**config.mk**
```make
export PLATFORM = sky130hd
export DESIGN_NAME = fetch_stage_flat
export DESIGN_NICKNAME = d
export VERILOG_FILES = /design/src/rtl/fetch_stage_pkg.sv /design/src/rtl/fetch_stage_if.sv /design/src/rtl/fetch_queue.sv /design/src/rtl/fetch_stage.sv /design/src/flat_wrapper.sv
export SDC_FILE = /design/constraint.sdc
export NUM_CORES = 1
export LEC_CHECK = 0
export BUFFER_PORTS_ARGS = -buffer_cell sky130_fd_sc_hd__buf_2
export CORE_AREA = 2 2 180 182
export DETAILED_ROUTE_END_ITERATION = 7
export DIE_AREA = 0 0 182 184
export PLACE_DENSITY_LB_ADDON = 0.15
export SYNTH_ARGS = -nofsm -noshare
export SYNTH_HDL_FRONTEND = slang
export SYNTH_SLANG_ARGS = --single-unit
```
**constraint.sdc**
```tcl
create_clock -name clk -period 6.1 [get_ports clk]
set_input_delay 1.22 -clock clk [delete_from_list [all_inputs] [get_ports clk]]
set_output_delay 1.22 -clock clk [all_outputs]
set_load 0.01 [all_outputs]
```
**src/rtl/fetch_stage_pkg.sv**
```systemverilog
// Shared types and defaults for the instruction-fetch stage.
// The optional FETCH_PERF_CNT_EN macro affects fetch_stage only.
package fetch_stage_pkg;

   localparam int ADDR_W_DEF     = 32;
   localparam int INST_W_DEF     = 64;
   localparam int INST_BYTES_DEF = 8;
   localparam logic [ADDR_W_DEF-1:0] RESET_PC_DEF = '0;

   localparam int QUEUE_DEPTH = 2;

   localparam logic ChipEnable  = 1'b1;
   localparam logic ChipDisable = 1'b0;

   localparam logic [63:0] ZeroDoubleWord = 64'h0;

   typedef struct packed {
      logic [ADDR_W_DEF-1:0] pc;
      logic [INST_W_DEF-1:0] inst;
   } fetch_entry_t;

endpackage

```
**src/rtl/fetch_stage_if.sv**
```systemverilog
// ROM bus and decode handshake seen by the fetch stage.
// master = fetch_stage side, slave = ROM/decode side.
interface fetch_stage_if #(
   parameter int ADDR_W = 32,
   parameter int INST_W = 64
);

   logic              rom_ce;
   logic [ADDR_W-1:0] rom_addr;
   logic [INST_W-1:0] rom_inst;

   logic              id_valid_o;
   logic              id_ready_i;
   logic [INST_W-1:0] id_inst_o;
   logic [ADDR_W-1:0] id_pc_o;

   modport master (
      output rom_ce, rom_addr, id_valid_o, id_inst_o, id_pc_o,
      input  rom_inst, id_ready_i
   );

   modport slave (
      input  rom_ce, rom_addr, id_valid_o, id_inst_o, id_pc_o,
      output rom_inst, id_ready_i
   );

endinterface

```
**src/rtl/fetch_queue.sv**
```systemverilog
// Two-entry FIFO of {pc, inst} pairs; slot0 is always the head.
// Only the occupancy count is reset; payload slots are plain data registers.
module fetch_queue
   import fetch_stage_pkg::*;
#(
   parameter type entry_t = fetch_entry_t
) (
   input  logic       clk,
   input  logic       rst,
   input  logic       push,
   input  entry_t     push_entry,
   input  logic       pop,
   input  logic       clear,
   output logic [1:0] count,
   output entry_t     head
);

   entry_t slot0;
   entry_t slot1;

   always_ff @(posedge clk) begin
      if (rst || clear) begin
         count <= 2'd0;
      end else begin
         case ({push, pop})
            2'b10:   count <= count + 2'd1;
            2'b01:   count <= count - 2'd1;
            default: count <= count;
         endcase
      end
   end

   // On a pop the second slot shifts forward; a simultaneous push lands in the freed slot.
   always_ff @(posedge clk) begin
      if (!clear) begin
         if (pop) begin
            if (push && count == 2'd1) begin
               slot0 <= push_entry;
            end else begin
               slot0 <= slot1;
            end
            if (push && count == 2'(QUEUE_DEPTH)) begin
               slot1 <= push_entry;
            end
         end else if (push) begin
            if (count == 2'd0) begin
               slot0 <= push_entry;
            end else begin
               slot1 <= push_entry;
            end
         end
      end
   end

   assign head = slot0;

endmodule

```
**src/rtl/fetch_stage.sv**
```systemverilog
// Instruction-fetch stage: PC register, ROM chip-enable, redirect handling, 2-entry fetch queue.
// Define FETCH_PERF_CNT_EN to add the fetch_cnt_o / stall_cnt_o performance counters.
module fetch_stage
   import fetch_stage_pkg::*;
#(
   parameter int                ADDR_W     = ADDR_W_DEF,
   parameter int                INST_W     = INST_W_DEF,
   parameter int                INST_BYTES = INST_BYTES_DEF,
   parameter logic [ADDR_W-1:0] RESET_PC   = ADDR_W'(RESET_PC_DEF)
) (
   input  logic              clk,
   input  logic              rst,
   fetch_stage_if.master     bus,
   input  logic              branch_flag_i,
   input  logic [ADDR_W-1:0] branch_target_i,
   input  logic              flush_i
`ifdef FETCH_PERF_CNT_EN
   ,
   output logic [31:0]       fetch_cnt_o,
   output logic [31:0]       stall_cnt_o
`endif
);

   typedef struct packed {
      logic [ADDR_W-1:0] pc;
      logic [INST_W-1:0] inst;
   } entry_t;

   localparam logic [ADDR_W-1:0] PC_STEP    = ADDR_W'(INST_BYTES);
   localparam logic [ADDR_W-1:0] ALIGN_MASK = ~ADDR_W'(INST_BYTES - 1);

   logic [ADDR_W-1:0] pc;
   logic [1:0]        count;
   entry_t            head;
   entry_t            push_entry;
   logic              head_valid;
   logic              pop;
   logic              space;
   logic              redirect;
   logic              fetch;

   assign head_valid = (count != 2'd0);
   assign pop        = head_valid && bus.id_ready_i;
   assign space      = (count < 2'(QUEUE_DEPTH)) || pop;
   assign redirect   = branch_flag_i || flush_i;
   assign fetch      = !rst && space && !redirect;

   assign bus.rom_ce   = fetch ? ChipEnable : ChipDisable;
   assign bus.rom_addr = pc;
   assign push_entry   = '{pc: pc, inst: bus.rom_inst};

   // A flush-only redirect leaves pc alone so the same address is fetched again.
   always_ff @(posedge clk) begin
      if (rst) begin
         pc <= RESET_PC;
      end else if (branch_flag_i) begin
         pc <= branch_target_i & ALIGN_MASK;
      end else if (fetch) begin
         pc <= pc + PC_STEP;
      end
   end

   fetch_queue #(
      .entry_t (entry_t)
   ) u_queue (
      .clk        (clk),
      .rst        (rst),
      .push       (fetch),
      .push_entry (push_entry),
      .pop        (pop),
      .clear      (redirect),
      .count      (count),
      .head       (head)
   );

   assign bus.id_valid_o = head_valid;
   assign bus.id_pc_o    = head_valid ? head.pc   : '0;
   assign bus.id_inst_o  = head_valid ? head.inst : INST_W'(ZeroDoubleWord);

`ifdef FETCH_PERF_CNT_EN
   always_ff @(posedge clk) begin
      if (rst) begin
         fetch_cnt_o <= '0;
         stall_cnt_o <= '0;
      end else begin
         if (fetch) begin
            fetch_cnt_o <= fetch_cnt_o + 32'd1;
         end
         if (!space && !redirect) begin
            stall_cnt_o <= stall_cnt_o + 32'd1;
         end
      end
   end
`endif

endmodule

```
**src/flat_wrapper.sv**
```systemverilog
// flat-port wrapper written by rule: the top's interface ports become plain ports
module fetch_stage_flat import fetch_stage_pkg::*;
#(
   parameter int                ADDR_W     = ADDR_W_DEF,
   parameter int                INST_W     = INST_W_DEF,
   parameter int                INST_BYTES = INST_BYTES_DEF,
   parameter logic [ADDR_W-1:0] RESET_PC   = ADDR_W'(RESET_PC_DEF)
)
  (clk, rst, branch_flag_i, branch_target_i, flush_i, bus_rom_ce, bus_rom_addr, bus_id_valid_o, bus_id_inst_o, bus_id_pc_o, bus_rom_inst, bus_id_ready_i);
  fetch_stage_if #(.ADDR_W(ADDR_W), .INST_W(INST_W)) bus_i ();
  input  logic clk;
  input  logic rst;
  input  logic branch_flag_i;
  input  logic [ADDR_W-1:0] branch_target_i;
  input  logic flush_i;
  output wire logic [$bits(bus_i.rom_ce)-1:0] bus_rom_ce;
  output wire logic [$bits(bus_i.rom_addr)-1:0] bus_rom_addr;
  output wire logic [$bits(bus_i.id_valid_o)-1:0] bus_id_valid_o;
  output wire logic [$bits(bus_i.id_inst_o)-1:0] bus_id_inst_o;
  output wire logic [$bits(bus_i.id_pc_o)-1:0] bus_id_pc_o;
  input wire logic [$bits(bus_i.rom_inst)-1:0] bus_rom_inst;
  input wire logic [$bits(bus_i.id_ready_i)-1:0] bus_id_ready_i;
  assign bus_rom_ce = bus_i.rom_ce;
  assign bus_rom_addr = bus_i.rom_addr;
  assign bus_id_valid_o = bus_i.id_valid_o;
  assign bus_id_inst_o = bus_i.id_inst_o;
  assign bus_id_pc_o = bus_i.id_pc_o;
  assign bus_i.rom_inst = bus_rom_inst;
  assign bus_i.id_ready_i = bus_id_ready_i;
  fetch_stage #(.ADDR_W(ADDR_W), .INST_W(INST_W), .INST_BYTES(INST_BYTES), .RESET_PC(RESET_PC)) u_core (.clk(clk), .rst(rst), .bus(bus_i), .branch_flag_i(branch_flag_i), .branch_target_i(branch_target_i), .flush_i(flush_i));
endmodule
```
# --- Word level (Yosys, flattened, before mapping) ---
# Index checks and enable logic that the tools add are counted.
# Widths: inputs -> output; s select.
word_totals:
  register_bits: 226
  word_cells: 51
op_classes:
  bitwise_logic: 1
  n_eq_ne: 6
  n_reduce_logical: 19
  n_lt_le_gt_ge: 1
  mux: 14
  add_sub_neg: 3
op_table:
  columns: ["cell", "n"]
  rows:
  - ["$mux 96", 8]
  - ["$mux 32", 3]
  - ["$mux 64", 1]
  - ["$add 32x4->32 const B", 1]
  - ["$reduce_bool 2->1", 5]
  - ["$logic_and 1x1->1", 5]
  - ["$eq 2x1->1 const B", 2]
  - ["$eq 2x2->1 const B", 2]
  - ["$pmux 2 s2", 1]
  - ["$reduce_and 4->1", 1]
  - ["$logic_or 1x1->1", 3]
  - ["$reduce_and 3->1", 1]
  - ["$add 2x1->2 const B", 1]
  - ["$logic_not 1->1", 2]
  - ["$logic_not 2->1", 1]
  - ["$lt 2x2->1 const B", 1]
  - ["$ne 2x1->1 const B", 1]
  - ["$ne 2x2->1 const B", 1]
  - ["$reduce_or 2->1", 1]
  - ["$sub 2x1->2 const B", 1]
  - ["$mux 1", 1]
  - ["$not 1->1", 1]

# --- Logic depth before layout (Yosys ltp) ---
# Gate-level depths: netlist (run 1).
depth:
  ltp_word: 8
  ltp_mapped: 11
  depth_no_buf: 8

# --- Modules after synthesis ---
# A second synthesis (run 1) with hierarchy kept.
hier_totals:
  hier_cells: 651
  area_unflattened_um2: 9574.2
by_module_without_submodules:
  columns: ["mod", "n_inst", "cells_per_inst", "area_per_inst_um2"]
  rows:
  - ["fetch_queue", 1, 320, 7125.6]
  - ["fetch_stage", 1, 331, 2448.6]

# --- Worst setup path before layout (run 1) ---
# Ideal clock, no wire load.
synth_path:
  path_kind: "input to register"
  startpoint: "in branch_flag_i"
  endpoint: "reg u_core.u_queue.slot1[0] in the netlist's numbering, enable pin"
  setup_slack_ns: 1.076
  arrival_time_ns: 4.562
  stages: 6
  path_cell_list: "clkbuf_1 -> nor3_2 -> o21ai_0 -> ha_1 -> nor3_1 -> and3_1"
synth_between:
  elab_chain_len: 6
synth_rtl:
  columns: ["element", "line", "source"]
  rows:
  - ["start: declaration", "flat_wrapper.sv:13", "input logic branch_flag_i;"]
  - ["$logic_or 1x1->1 *", "fetch_stage.sv:45", "assign redirect = branch_flag_i || flush_i;"]
  - ["$logic_not 1->1", "fetch_stage.sv:46", "assign fetch = !rst && space && !redirect;"]
  - ["$logic_and 1x1->1", "fetch_stage.sv:46", null]
  - ["$logic_and 1x1->1", "fetch_queue.sv:42", "if (push && count == 2'(QUEUE_DEPTH)) begin"]
  - ["$ne 2x2->1 (no source line)", null, null]
  - ["$reduce_and 4->1 (no source line) *", null, null]
  - ["end signal: assignment", "fetch_queue.sv:43", "slot1 <= push_entry;"]
  - ["end signal: assignment", "fetch_queue.sv:49", "slot1 <= push_entry;"]
  - ["end: declaration", "fetch_queue.sv:19", "entry_t slot1;"]
# Mark *: on every way between the ends. The rest lies on a longest branch, timed or not.
# A chain may end at the register's enable or synchronous reset.

# --- Worst setup path in the final report (run 1) ---
layout_path:
  startpoint: "in rst"
  endpoint: "out bus_rom_ce"
layout_between:
  elab_chain_len: 4
layout_rtl:
  columns: ["element", "line", "source"]
  rows:
  - ["start: declaration", "flat_wrapper.sv:12", "input logic rst;"]
  - ["$logic_not 1->1", "fetch_stage.sv:46", null]
  - ["$logic_and 1x1->1 (2 in a row)", "fetch_stage.sv:46", null]
  - ["$mux 1", "fetch_stage.sv:48", "assign bus.rom_ce = fetch ? ChipEnable : ChipDisable;"]
  - ["end: declaration", "flat_wrapper.sv:16", "output wire logic [$bits(bus_i.rom_ce)-1:0] bus_rom_ce;"]
# Every way passes these cells.

==> results.sh, run 1 <==
export IMPL_postCtsSetupBuffers=0
export IMPL_yosysUniqueCellTypes=50
export IMPL_layout_drive_gt1_share=0.4184
export IMPL_r2r_start="u_core.u_queue.count[1]"
export IMPL_critPathTopFamily="buffers and inverters"
export IMPL_ctsRootBufferMaster="clkbuf_16"
export IMPL_fp_dieW_um=182
export IMPL_rr_worst_depth=8
export IMPL_drc=0
export IMPL_tightest_slew_ns=0.9977
export IMPL_slowest_stage="nor3_2"
export IMPL_grt_pass1_vias=6119
export IMPL_synth_edff_count=186
export IMPL_max_stage_delay_ns=0.56
export IMPL_die_y_um=184
export IMPL_synthTopCellsByCount="186 x edfxtp_1, 96 x nor2b_1, 91 x mux2_2"
export IMPL_place_hpwl_mm=15.23
export IMPL_synth_most_common_cell="edfxtp_1"
export IMPL_hold_depth=2
export IMPL_io_buffers=221
export IMPL_setup_tns_ns=0
export IMPL_place_gp_congestion=0.7481
export IMPL_path_class="primary input to output pin"
export IMPL_critical_path_cell_chain="buf_2 > nor3_2 > o21ai_0 > inv_2 > buf_2"
export IMPL_area_growth_pct=26.61
export IMPL_clk_path_buf_depth=3
export IMPL_syn_avg_cell_area_um2=14.35
export IMPL_clock_power_share=0.474
export IMPL_p_seq_frac=0.474
export IMPL_min_path_type="flop to flop"
export IMPL_finalSetupViolations=0
export IMPL_final_hold_violation_count=0
export IMPL_postCtsResizedCells=0
export IMPL_rsz0062_at_grt="no"
export IMPL_worstPathRequired_ns=4.88
export IMPL_syn_area_um2=9328
export IMPL_holdBufCountCts=0
export IMPL_p_leak_nw=4.383
export IMPL_antenna_left=0
export IMPL_slew_viol_final=0
export IMPL_finClkSkew_ns=0.006252
export IMPL_first_pass_iters=4
export IMPL_wirelength_mm=24.00
export IMPL_grt_overflow=0
export IMPL_track_usage=0.1392
export IMPL_power_total_mw=3.509
export IMPL_cts_buffers=26
export IMPL_routedWlPerCell_um=18.58
export IMPL_worstPathArrival_ns=2.90
export IMPL_ir_worst_vdd_uv=228.0
export IMPL_synth_seq_cells=217
export IMPL_via_count=6125
export IMPL_switchingPower_mw=0.7298
export IMPL_hold_start="u_core.u_queue.slot1[71]"
export IMPL_synth_cells=650
export IMPL_grt_max_degree=86
export IMPL_ys_warn_count=0
export IMPL_fmax_ghz=0.2429
export IMPL_worstHoldEndpoint="u_core.u_queue.head[71]"
export IMPL_path_max_fanout=34
export IMPL_end_kind="output pin"
export IMPL_crit_buf_inv=3
export IMPL_max_slew_margin=0.3349
export IMPL_io_pins=231
export IMPL_yosys_area_top_type="edfxtp_1"
export IMPL_clock_latency_ns=0.52
export IMPL_cts_clk_slew_worst_paths_ns=0.06
export IMPL_rrSetupSlack_ns=2.35
export IMPL_core_area_um2=31390
export IMPL_dieArea_um2=33490
export IMPL_finalCritPeriodShare=0.6750
export IMPL_viasPerCell=4.741
export IMPL_comb_power_share=0.052
export IMPL_crit_top_cell="buf_2"
export IMPL_cts_sinks=217
export IMPL_nets=976
export IMPL_status="completed"
export IMPL_cp_depth=5
export IMPL_p_int_mw=2.779
export IMPL_row_count=65
export IMPL_grt_pass1_wl_mm=36.54
export IMPL_detail_route_iter0_violations=320
export IMPL_synthTopCellsByArea="edfxtp_1 60%, mux2_2 11%, dfxtp_1 6.7%"
export IMPL_async_flop_share=0
export IMPL_synth_top_cell_area_share=0.5988
export IMPL_worst_setup_path_start_kind="primary input"
export IMPL_regToRegEndpoint="u_core.u_queue.slot1[80]"
export IMPL_cellPowerDensity_nw_per_um2=297.1
export IMPL_min_period_ns=4.118
export IMPL_antenna_found_initial=0
export IMPL_ys_flop_type="edfxtp_1"
export IMPL_max_cap_viol_count=0
export IMPL_synth_seq_area_share=0.6653
export IMPL_h_tree_depth=1
export IMPL_cts_tree="built"
export IMPL_initial_core_util=0.2971
export IMPL_switching_share=0.2080
==> through the flow <==
| stage | utilization | cell area (um^2) | hold slack (ns) | worst slack (ns) | instances |
|---|---|---|---|---|---|
| floorplan | - | 9346 | 0.4963 | 1.076 | 655 |
| global placement | 0.3467 | 10880 | 0.5185 | 1.645 | 1243 |
| detailed placement | 0.3467 | 10880 | 0.5207 | 1.617 | 1243 |
| CTS | 0.3761 | 11810 | 0.5363 | 2.012 | 1291 |
| global route | 0.3761 | 11810 | 0.5501 | 1.803 | 1291 |
| finish | 0.3762 | 11810 | 0.5288 | 1.982 | 1292 |
==> how the worst max path moves through the flow <==
stage / from / endpoint / slack, ns
floorplan: branch_flag_i / u_core.u_queue.slot1[0] / 1.08
global placement: rst / u_core.u_queue.slot1[83] / 1.65
detailed placement: rst / u_core.u_queue.slot1[81] / 1.62
CTS: rst / bus_rom_ce / 2.01
global route: rst / bus_rom_ce / 1.80
finish: rst / bus_rom_ce / 1.98
==> registers in the layout (all words and copies together), names as in the netlist <==
signal,flops
u_core.bus.rom_addr,29
u_core.u_queue.head,93
u_core.u_queue.count,2
u_core.u_queue.slot1,93
==> worst register-to-register path, delay by kind of cell, from the launching register on <==
family	cells	cell delay, ns
adders and majority gates	2	0.58
buffers and inverters	2	0.64
DFF	1	0.35
and+or+nand+nor	3	1.51
AOI/OAI and AO/OA	1	0.30
==> kinds of logic (layout without fill, tap and decap cells) <==
kind of cell,count (synthesis),after routing,share of synthesized area
buffers and inverters,52,286,0.02428
AOI/OAI and AO/OA,72,72,0.05835
other,1,7,0.0004020
and+or+nand+nor,205,205,0.1280
adders and majority gates,6,6,0.008048
muxes,92,92,0.1109
xor gates and xnor gates,5,5,0.004696
DFF,217,217,0.6653
==> cells in the final DEF (no fill, tap or decap), drive strengths merged, types with 2 or more instances in the layout <==
cell type	n
buf	229
edfxtp	186
nor2b	96
mux2	91
dfxtp	31
clkbuf	30
nand2	26
nor2	21
a31oi	13
clkinv	12
o211ai	11
nand3	10
or4	10
inv	9
a311oi	8
or3	8
and3	8
and4	7
nand4	7
o31ai	6
a211oi	6
conb	6
bufinv	6
o21ai	6
ha	6
and2	4
o2111ai	4
nor4	3
a31o	3
o221ai	3
xor2	3
a21oi	3
o41a	2
a2111oi	2
xnor2	2
nor3	2
or2	2
==> cell type report <==
cell class	count	area [um^2]
repair buffers	229	1191
diodes	1	2.502
clock inverters	18	236.5
well taps	402	503.0
multi-input cells	386	2950
flip-flops and latches	217	6206
fillers	3098	19580
inverters	9	33.78
clock buffers	30	686.9
==> power by group through the flow <==
stage / clock [mW] / sequential, mW / combinational, mW
floorplan: 0 / 1.69 / 0.0983
global placement: 0 / 1.70 / 0.182
detailed placement: 0 / 1.70 / 0.183
CTS: 1.72 / 1.67 / 0.185
global route: 1.77 / 1.67 / 0.201
finish: 1.66 / 1.66 / 0.182
==> metal layers <==
layer	part of all wire	vias to the layer above	wire length, um	GRT usage
li1	-	2910	-	-
met2	0.45	196	10860	0.2247
met1	0.46	2991	11050	0.1907
met3	0.068	28	1626	0.03209
met5	0	-	0	0
met4	0.019	0	464	0.03129
Note: power is estimated with default switching activity, not from simulation.
==> run 2, diff against run 1 <==
clock period = 3.5 ns   (was 6.1 ns; I/O delays follow)
==> results.sh, run 2 (synthesized netlist as in run 1, its figures left out) <==
export IMPL_final_common_cell="buf_2"
export IMPL_initial_core_util=0.2971
export IMPL_clk_path_buf_depth=3
export IMPL_cts_clk_slew_worst_paths_ns=0.06
export IMPL_path_class="flop to output pin"
export IMPL_grt_pass1_wl_mm=36.49
export IMPL_cellPowerDensity_nw_per_um2=483.6
export IMPL_finClkSkew_ns=0.007649
export IMPL_grt_pass1_vias=6091
export IMPL_place_hpwl_mm=15.62
export IMPL_max_cap_viol_count=0
export IMPL_cts_tree="built"
export IMPL_ir_worst_vdd_uv=341.3
export IMPL_io_buffers=221
export IMPL_core_area_um2=31390
export IMPL_place_gp_congestion=0.7408
export IMPL_die_y_um=184
export IMPL_postCtsResizedCells=0
export IMPL_fmax_ghz=0.3087
export IMPL_layout_drive_gt1_share=0.4211
export IMPL_p_leak_nw=4.389
export IMPL_cts_buffers=26
export IMPL_grt_busiest_layer="met2"
export IMPL_hold_start="bus_rom_inst[62]"
export IMPL_row_count=65
export IMPL_hold_depth=1
export IMPL_max_slew_margin=0.5159
export IMPL_dpl_cell_area_um2=11050
export IMPL_fp_dieW_um=182
export IMPL_area_growth_pct=26.90
export IMPL_worstPathRequired_ns=2.80
export IMPL_status="completed"
export IMPL_regToRegEndpoint="u_core.u_queue.head[31]"
export IMPL_rr_worst_depth=8
export IMPL_track_usage=0.1387
export IMPL_use_met3=0.03011
export IMPL_detail_route_iter0_violations=336
export IMPL_drc=0
export IMPL_io_pins=231
export IMPL_slew_viol_final=0
export IMPL_clock_latency_ns=0.52
export IMPL_end_kind="output pin"
export IMPL_nets=988
export IMPL_wirelength_mm=24.03
export IMPL_dieArea_um2=33490
export IMPL_worstHoldEndpoint="u_core.u_queue.slot1[62]"
export IMPL_grt_use_met2=0.2162
export IMPL_final_hold_violation_count=0
export IMPL_path_max_fanout=18
export IMPL_cts_sinks=217
export IMPL_r2r_start="u_core.u_queue.count[1]"
export IMPL_postCtsSetupBuffers=0
export IMPL_rrSetupSlack_ns=0.57
export IMPL_min_period_ns=3.240
export IMPL_rsz0062_at_grt="no"
export IMPL_final_fill_count=3093
export IMPL_finalSetupViolations=0
export IMPL_tightest_slew_ns=0.7254
export IMPL_antenna_found_initial=0
export IMPL_worst_setup_path_start_kind="flop"
export IMPL_via_count=6178
export IMPL_holdWs_ns=0.3651
export IMPL_grt_overflow=0
export IMPL_viasPerCell=4.745
export IMPL_antenna_left=0
export IMPL_grt_max_degree=59
export IMPL_routedWlPerCell_um=18.45
export IMPL_setup_tns_ns=0
export IMPL_mostFrequentLayoutCells="221 x buf_2, 186 x edfxtp_1, 96 x nor2b_1"
export IMPL_finalCritPeriodShare=0.9256
export IMPL_holdBufCountCts=0
export IMPL_h_tree_depth=1
export IMPL_first_pass_iters=4
export IMPL_grt_use_met1=0.1974
export IMPL_ctsRootBufferMaster="clkbuf_16"
export IMPL_min_path_type="primary input to flop"
export IMPL_design_area_um2=11840
export IMPL_worstPathArrival_ns=2.54
export IMPL_insertedDiodeCount=0
run 2: changes by cell type in the layout (fill, tap and decap cells not counted), sizes merged:
cell,delta
clkinvlp,+1
clkbuf,+4
diode,-1
buf,+12
bufinv,-6
run 2: critical path, stage by stage, from the launching register on:
cell and delay (ns):
dfxtp_1 0.32, inv_1 0.31, ha_4 0.37, nor2b_1 0.18, o21ai_0 0.41, inv_2 0.23
buf_2 0.19
run 2: worst max path at each step:
stage	from	to	slack (ns)	cells past startpoint
2_1_floorplan	branch_flag_i	u_core.u_queue.head[0]	0.03	6
3_3_place_gp	u_core.u_queue.count[1]	u_core.u_queue.head[27]	0.64	8
3_5_place_dp	u_core.u_queue.count[1]	u_core.u_queue.head[31]	0.60	8
4_1_cts	u_core.u_queue.count[1]	bus_id_inst_o[38]	0.21	5
5_1_grt	u_core.u_queue.count[1]	bus_rom_ce	0.03	6
6_report	u_core.u_queue.count[1]	bus_rom_ce	0.26	6
run 2: layout make-up:
type / instances / area [um^2] / area share
well taps: 402 / 503.0 / 0.04249
inverters: 9 / 33.78 / 0.002854
clock buffers: 34 / 721.9 / 0.06099
multi-input cells: 386 / 2950 / 0.2493
repair buffers: 241 / 1356 / 0.1146
clock inverters: 13 / 65.06 / 0.005497
flip-flops and latches: 217 / 6206 / 0.5243
run 2: routing by layer:
| metal | vias to the layer above | wire (um) |
|---|---|---|
| met5 | - | 0 |
| met4 | 0 | 487 |
| met3 | 32 | 1343 |
| met2 | 192 | 10560 |
| met1 | 3015 | 11630 |
| li1 | 2939 | - |
run 2: power breakdown:
part	leakage [nW]	switching [mW]	total, mW	internal [mW]
logic	2.06	0.165	0.324	0.159
clock network	0.382	1.06	2.50	1.44
registers	1.95	0.0517	2.90	2.85
run 2: through the flow:
| step | total power, mW | worst slack, ns | utilization | instances |
|---|---|---|---|---|
| after global placement | 3.281 | 0.6362 | 0.3520 | 1255 |
| after CTS | 5.827 | 0.2120 | 0.3770 | 1302 |
| after global routing | 5.963 | 0.02606 | 0.3770 | 1302 |
| after floorplan | 3.118 | 0.03486 | - | 655 |
| final | 5.724 | 0.2605 | 0.3770 | 1302 |
| after detailed placement | 3.283 | 0.5996 | 0.3520 | 1255 |
==> run 3, diff against run 2 <==
PLACE_DENSITY = 0.53   (was unset)
PLACE_DENSITY_LB_ADDON = unset   (was 0.15)
==> results.sh, run 3 (synthesized netlist as in run 1, its figures left out) <==
export IMPL_status="completed"
export IMPL_max_slew_margin=0.2741
export IMPL_fmax_ghz=0.3447
export IMPL_antenna_left=0
export IMPL_end_kind="output pin"
export IMPL_grt_pass1_wl_mm=35.68
export IMPL_fp_dieW_um=182
export IMPL_path_max_fanout=12
export IMPL_final_fill_count=3073
export IMPL_p_leak_nw=4.387
export IMPL_dieArea_um2=33490
export IMPL_finalCritPeriodShare=0.8290
export IMPL_nets=984
export IMPL_ir_worst_vdd_uv=296.4
export IMPL_cts_buffers=25
export IMPL_row_count=65
export IMPL_critical_path_cell_chain="inv_1 > ha_4 > nor2b_1 > o21ai_0 > inv_2 > buf_2"
export IMPL_setup_tns_ns=0
export IMPL_mostFrequentLayoutCells="221 x buf_2, 186 x edfxtp_1, 96 x nor2b_1"
export IMPL_max_stage_delay_ns=0.36
export IMPL_io_buffers=221
export IMPL_detail_route_iter0_violations=417
export IMPL_drc=0
export IMPL_max_cap_viol_count=0
export IMPL_finalSetupViolations=0
export IMPL_slowest_stage="o21ai_0"
export IMPL_min_period_ns=2.901
export IMPL_finClkSkew_ns=0.01951
export IMPL_cts_clk_slew_worst_paths_ns=0.06
export IMPL_path_class="flop to output pin"
export IMPL_clk_path_buf_depth=3
export IMPL_min_path_type="primary input to flop"
export IMPL_worstPathRequired_ns=2.80
export IMPL_routedWlPerCell_um=18.27
export IMPL_first_pass_iters=5
export IMPL_initial_core_util=0.2971
export IMPL_slew_viol_final=0
export IMPL_cellPowerDensity_nw_per_um2=494.3
export IMPL_clock_latency_ns=0.52
export IMPL_grt_pass1_vias=6047
export IMPL_final_common_cell="buf_2"
export IMPL_instances_no_fill=1294
export IMPL_io_pins=231
export IMPL_die_y_um=184
export IMPL_setup_ws_ns=0.5987
export IMPL_grt_max_degree=96
export IMPL_place_hpwl_mm=15.37
export IMPL_antenna_found_initial=2
export IMPL_rsz0062_at_grt="no"
export IMPL_final_hold_violation_count=0
export IMPL_insertedDiodeCount=0
export IMPL_place_gp_congestion=0.7593
export IMPL_crit_buf_inv=3
export IMPL_power_total_mw=5.843
export IMPL_postCtsResizedCells=0
export IMPL_holdBufCountCts=0
export IMPL_grt_overflow=0
export IMPL_track_usage=0.1361
export IMPL_worst_setup_path_start_kind="flop"
export IMPL_critPathTopFamily="buffers and inverters"
export IMPL_via_count=6233
export IMPL_dp_worst_setup_slack_ns=0.7202
export IMPL_wirelength_mm=23.64
export IMPL_viasPerCell=4.817
export IMPL_h_tree_depth=1
export IMPL_area_growth_pct=26.73
export IMPL_layout_drive_gt1_share=0.4215
export IMPL_worstPathArrival_ns=2.20
export IMPL_postCtsSetupBuffers=0
export IMPL_tightest_slew_ns=1.088
export IMPL_cts_tree="built"
export IMPL_core_area_um2=31390
export IMPL_ctsRootBufferMaster="clkbuf_16"
export IMPL_dp_cells=1252
export IMPL_cts_sinks=217
-- run 3: changes by cell type in the layout (fill, tap and decap cells not counted), sizes merged --
cell and change:
clkbuf -4, buf -3, clkinv -5, bufinv +4
-- run 3: area by class of cell --
class | count | area, um^2 | area share
multi-input combinational | 386 | 2950 | 0.2496
timing repair buffer | 238 | 1321 | 0.1118
clock buffer | 30 | 644.4 | 0.05451
inverter | 9 | 33.78 | 0.002858
clock inverter | 12 | 162.7 | 0.01376
tap | 402 | 503.0 | 0.04255
sequential | 217 | 6206 | 0.5250
-- run 3: power breakdown --
| part | internal [mW] | switching [mW] |
|---|---|---|
| sequential | 2.85 | 0.0519 |
| combinational | 0.158 | 0.165 |
| clock | 1.59 | 1.02 |
-- run 3: worst paths after layout --
kind / start / endpoint / slack, ns / depth (start not counted)
max: u_core.u_queue.count[1] / bus_rom_ce / 0.60 / 6
min: bus_rom_inst[10] / u_core.u_queue.slot1[10] / 0.37 / 1
max reg2reg: u_core.u_queue.count[1] / u_core.bus.rom_addr[21] / 0.75 / 7
min reg2reg: u_core.u_queue.slot1[73] / u_core.u_queue.head[73] / 0.52 / 2
-- run 3: routing by layer --
metal | GRT usage | vias up | part of all wire
met5 | 0 | - | 0.0012
met4 | 0.03419 | 4 | 0.019
met3 | 0.03051 | 42 | 0.069
met2 | 0.2111 | 224 | 0.44
met1 | 0.1930 | 3042 | 0.47
li1 | - | 2921 | -
-- run 3: metrics by stage --
stage	hold WS (ns)	util	cell area (um^2)
floorplan	0.4963	-	9349
global placement	0.5103	0.3509	11010
detailed placement	0.5134	0.3509	11010
CTS	0.3335	0.3766	11820
global route	0.3493	0.3766	11820
finish	0.3652	0.3766	11820
